File: config.mk
export PLATFORM = sky130hd
export DESIGN_NAME = demux1024_collector
export DESIGN_NICKNAME = d
export VERILOG_FILES = /design/src/rtl/demux1024_collector_pkg.sv /design/src/rtl/demux1024_collector_bit_writer.sv /design/src/rtl/demux1024_collector.sv
export SDC_FILE = /design/constraint.sdc
export NUM_CORES = 2
export LEC_CHECK = 0
export CORE_AREA = 5 5 406 408
export DETAILED_ROUTE_END_ITERATION = 6
export DIE_AREA = 0 0 411 413
export GPL_ROUTABILITY_DRIVEN = 0
export SKIP_LAST_GASP = 1
export SYNTH_ARGS = -nofsm -noshare
export SYNTH_HDL_FRONTEND = slang
export SYNTH_SLANG_ARGS = --single-unit
File: constraint.sdc
create_clock -name clk -period 1.9 [get_ports clk]
set_input_delay 0.285 -clock clk [delete_from_list [all_inputs] [get_ports clk]]
set_output_delay 0.285 -clock clk [all_outputs]
set_load 0.03 [all_outputs]
File: src/rtl/demux1024_collector_pkg.sv
// rtl/demux1024_collector_pkg.sv - shared types, defaults and width helper for the mux/demux family
package demux1024_collector_pkg;

    typedef enum logic [1:0] {
        IDLE    = 2'd0,
        COLLECT = 2'd1,
        HOLD    = 2'd2
    } state_e;

    localparam int unsigned N_DEF     = 1024;
    localparam int unsigned SEL_W_DEF = 10;

    // Index width for an n-way mux or demux; never less than one bit.
    function automatic int unsigned width_of(input int unsigned n);
        return (n <= 1) ? 1 : $clog2(n);
    endfunction

endpackage

File: src/rtl/demux1024_collector_bit_writer.sv
// rtl/demux1024_collector_bit_writer.sv - one-hot index decode and per-bit word register
module demux_bit_writer
    import demux1024_collector_pkg::*;
#(
    parameter int unsigned N = N_DEF
) (
    input  logic                   clk,
    input  logic                   rst_n,
    input  logic                   clr_i,
    input  logic                   we_i,
    input  logic [width_of(N)-1:0] idx_i,
    input  logic                   bit_i,
    output logic [N-1:0]           word_o
);

    localparam int unsigned IDX_W = width_of(N);

    logic [N-1:0] en;
    logic [N-1:0] word_q;

    // Decode the write index into a one-hot enable, qualified by the write strobe.
    always_comb begin
        en = '0;
        for (int i = 0; i < N; i++) begin
            en[i] = we_i && (idx_i == IDX_W'(i));
        end
    end

    // Clear has priority; otherwise only the enabled position takes the new bit.
    always_ff @(posedge clk or negedge rst_n) begin
        if (!rst_n) begin
            word_q <= '0;
        end else if (clr_i) begin
            word_q <= '0;
        end else begin
            for (int i = 0; i < N; i++) begin
                if (en[i]) begin
                    word_q[i] <= bit_i;
                end
            end
        end
    end

    assign word_o = word_q;

endmodule

File: src/rtl/demux1024_collector.sv
// rtl/demux1024_collector.sv - serial-bit to N-bit word collector with valid/ready handshake
module demux1024_collector
    import demux1024_collector_pkg::*;
#(
    parameter int unsigned N     = N_DEF,
    parameter int unsigned SEL_W = SEL_W_DEF
) (
    input  logic             clk,
    input  logic             rst_n,
    input  logic             start,
    input  logic             auto_inc,
    input  logic [SEL_W-1:0] sel,
    input  logic             in_bit,
    input  logic             in_valid,
    output logic             in_ready,
    output logic [N-1:0]     out,
    output logic             out_valid,
    input  logic             out_ack,
    output logic [SEL_W:0]   beat_cnt
);

    localparam logic [SEL_W:0] LAST_BEAT = (SEL_W + 1)'(N - 1);

    state_e           state_q;
    logic [SEL_W-1:0] ptr_q;
    logic [SEL_W:0]   beat_cnt_q;

    logic             accept;
    logic             clear;
    logic [SEL_W-1:0] idx;

    // A start in COLLECT wins over a coincident beat; start is ignored in HOLD.
    assign accept = (state_q == COLLECT) && in_valid && !start;
    assign clear  = start && (state_q != HOLD);
    assign idx    = auto_inc ? ptr_q : sel;

    // Frame FSM with the write pointer and beat counter.
    always_ff @(posedge clk or negedge rst_n) begin
        if (!rst_n) begin
            state_q    <= IDLE;
            ptr_q      <= '0;
            beat_cnt_q <= '0;
        end else begin
            case (state_q)
                IDLE: begin
                    if (start) begin
                        state_q    <= COLLECT;
                        ptr_q      <= '0;
                        beat_cnt_q <= '0;
                    end
                end
                COLLECT: begin
                    if (start) begin
                        ptr_q      <= '0;
                        beat_cnt_q <= '0;
                    end else if (accept) begin
                        ptr_q      <= ptr_q + 1'b1;
                        beat_cnt_q <= beat_cnt_q + 1'b1;
                        if (beat_cnt_q == LAST_BEAT) begin
                            state_q <= HOLD;
                        end
                    end
                end
                HOLD: begin
                    if (out_ack) begin
                        state_q <= IDLE;
                    end
                end
                default: begin
                    state_q <= IDLE;
                end
            endcase
        end
    end

    demux_bit_writer #(
        .N (N)
    ) u_writer (
        .clk    (clk),
        .rst_n  (rst_n),
        .clr_i  (clear),
        .we_i   (accept),
        .idx_i  (idx),
        .bit_i  (in_bit),
        .word_o (out)
    );

    // Handshake outputs are pure decodes of the registered state.
    assign in_ready  = (state_q == COLLECT);
    assign out_valid = (state_q == HOLD);
    assign beat_cnt  = beat_cnt_q;

endmodule

==> results.cfg <==
[worst_setup_path]
path_max_fanout = 22
cp_cell_sequence = or3b_4 > a22oi_4 > buf_6 > buf_12 > nand3_1 > mux2i_1
critical-path-top-delay-family = simple AND/OR/NAND/NOR gates
cp-end-kind = register
max_stage_delay_ns = 0.45
r2r_end = u_writer.word_o[116]
cp_num_buf_inv = 2
start_kind = register
worstPathRequired_ns = 2.54
setup.reg_to_reg.worst_slack_ns = -0.13
crit_slowest_cell = or3b_4
critPathArrivalTime_ns = 2.68
crit_type = register to register
critPathLaunch = ptr_q[1]
reg2reg_from = ptr_q[1]
r2r_cells = 6

[clock_network]
clock_latency_ns = 0.75
clk_pin_slew_ns = 0.07
cts_max_level = 3
cts.root.buffer_cell = clkbuf_16
ctsLongestPathBuffers = 3
clock_sinks = 1047
cts_buffers = 114
cts_tree = done

[final_layout]
syn_to_final_growth_pct = 59.1
final_cell_area_sq_um = 78700
fin_cells = 8445
n_fill_cell = 14300
layout.nets = 6184
drive_gt1_share_pct = 26.1

[worst_hold_path]
hold_depth = 2
worstHoldStart = out_ack
hp-class = primary input to register
worstHoldEndpoint = state_q[1]

[yosys]
ys.flop_type = dfrtp_1
synth-async-reset-ratio_pct = 100
ys_warn_count = 0
synth_area_leaders = dfrtp_1 (53%), mux2i_1 (21%), nand3_1 (10%)
synth_nets = 4871
ys_seq_area_share_pct = 53.0
yosysTopAreaCell = dfrtp_1
synth_top_area_share_pct = 53.0
synth_cells = 4852
ys_types = 43
synthesis.area_sq_um = 49500
synth_edf_count = 0
synth.avg_cell_area_sq_um = 10.2
ys_ff_latch = 1047

[floorplan]
io_pins = 1054
core-area_sq_um = 161000
die_area_sq_um = 170000
die_y_microns = 413
rows = 148
start_util_pct = 30.7
die_w_microns = 411

[timing]
finalHoldViolCount = 0
fmax_ghz = 0.492
whs_ns = 0.230
setup_viol = 709
period_minus_slack_ns = 2.03
fin_ws_ns = -0.133
slew_viol_final = 0
fin_tns_setup_ns = -33.41
worst_pin_slew_ns = 0.730
fin_skew_ns = 0.0375
timing.final.crit_share_pct = 107
rsz0062_at_grt = yes
relSlewSlack_pct = 51.3

[pwr]
powerDensity_nw_per_um2 = 655
ir_drop_mv = 0.777
internal-power_uw = 37900
sequentialPowerShare_pct = 43.3
net-switching-power_uw = 13700
pwr-share-clk_pct = 46.1
leakage_uw = 0.0399
comb_power_share_pct = 10.6
swShare_pct = 26.5

[detailed_routing]
drt_pass1_iterations = 6
route.detailed.wl_per_inst_microns = 29.7
remaining_drc_errors = 0
viasPerCell = 5.44
vias = 45900
drt_iter0_drc = 4842
ant_nets = 0
finalWirelength_microns = 251000

[status]
outcome = finished with violations
violations = setup timing

[run]
max_cap_viol_count = 0

[global_routing]
globalRoute.totalOverflow = 0
grt_antenna_before_repair = 21
first_global_vias = 44200
grtUsageTotal_pct = 25.5
grt_pass1_wl_microns = 321000
grt_max_degree = 101

[place]
place_area_sq_um = 65500
dpl_worst_slack_ns = -0.922
hpwl_microns = 143000
port_buffers = 1053
place_inst = 7938
[flip-flops by register name (all words and copies together), names as in the netlist]
| register | cells |
|---|---|
| u_writer.word_o | 1024 |
| beat_cnt | 11 |
| ptr_q | 10 |
| state_q | 2 |
[cells in the mapped netlist, drive strengths merged (3+ instances only)]
cell type	instances
buf	312
a31oi	4
nand3	1033
dfrtp	1047
or3	6
a21oi	7
or3b	12
and3	3
nand2	1040
nor3	4
a41o	3
nor2	15
inv	3
clkbuf	249
nor4b	6
mux2i	1026
xnor2	7
o21ai	8
a22oi	32
nand3b	12
[power groups by stage]
stage | sequential (uW) | combinational (uW) | clock [uW]
CTS | 22300 | 4350 | 24000
floorplan | 22800 | 1420 | 0
finish | 22300 | 5460 | 23800
global route | 22300 | 5650 | 25000
detailed placement | 22700 | 3660 | 0
global placement | 22700 | 3650 | 0
[logic make-up after synthesis]
kind of cell | after synthesis | share of synthesized area, %
and+or+nand+nor | 2142 | 19.4
DFF | 1047 | 53.0
muxes | 1028 | 20.8
buffers and inverters | 564 | 5.07
AOI/OAI and AO/OA | 60 | 1.58
xor gates and xnor gates | 9 | 0.159
adders and majority gates | 2 | 0.0506
[cells in the final DEF (no fill, tap or decap), drive strengths merged, types with 4 or more instances in the layout]
master and instances:
dfrtp 1047, nand2 1040, nand3 1033, mux2i 1026, buf 621, clkdlybuf4s15 569, dlygate4sd2 464, clkbuf 245
a22oi 32, clkinv 31, nor2 15, clkdlybuf4s50 15, diode 13, or3b 12, nand3b 12, bufinv 9
o21ai 8, a21oi 7, xnor2 7, inv 7, or3 6, nor4b 6, nor3 4, a31oi 4
[timing repair]
action                                  4_1_cts  5_1_grt
resized for setup                          2036      698
gates cloned                                 55       97
endpoints found under the hold margin       522        0
endpoints found under the setup margin     2053     1036
buffers inserted                             74       86
pin swaps                                    25       96
hold buffers                                  2        0
[through the flow]
step / power (uW) / utilization [%]
CTS: 50700 / 44.9
floorplan: 24200 / -
finish: 51600 / 48.8
global placement: 26400 / 40.6
global route: 53000 / 48.8
detailed placement: 26400 / 40.6
[worst max path at each step]
stage	to	slack [ns]	depth (start not counted)
global placement	u_writer.word_o[701]	-0.91	8
finish	u_writer.word_o[116]	-0.13	6
CTS	beat_cnt[4]	-0.20	1
global route	out_valid	-0.20	6
floorplan	u_writer.word_o[29]	-0.05	8
detailed placement	u_writer.word_o[717]	-0.92	8
[routing by layer]
| layer | up-vias | wire length [microns] | GRT usage, % |
|---|---|---|---|
| li1 | 19200 | - | - |
| met1 | 23500 | 96600 | 32.8 |
| met2 | 2536 | 116000 | 40.7 |
| met3 | 618 | 22200 | 5.57 |
| met4 | 2 | 16500 | 12.5 |
| met5 | - | 11 | 0 |
[layout make-up]
type                            instances  area [sq um]  area share, %
Antenna cell                           13          32.5         0.0413
Timing Repair Buffer                 1758         21900           27.8
Tap cell                             2175          2720           3.46
Inverter                                3          13.8         0.0175
Clock inverter                         46           573          0.728
Clock buffer                          162          3390           4.30
Sequential cell                      1047         26200           33.3
Multi-Input combinational cell       3241         23900           30.4
Note: power is estimated with default switching activity, not from simulation.
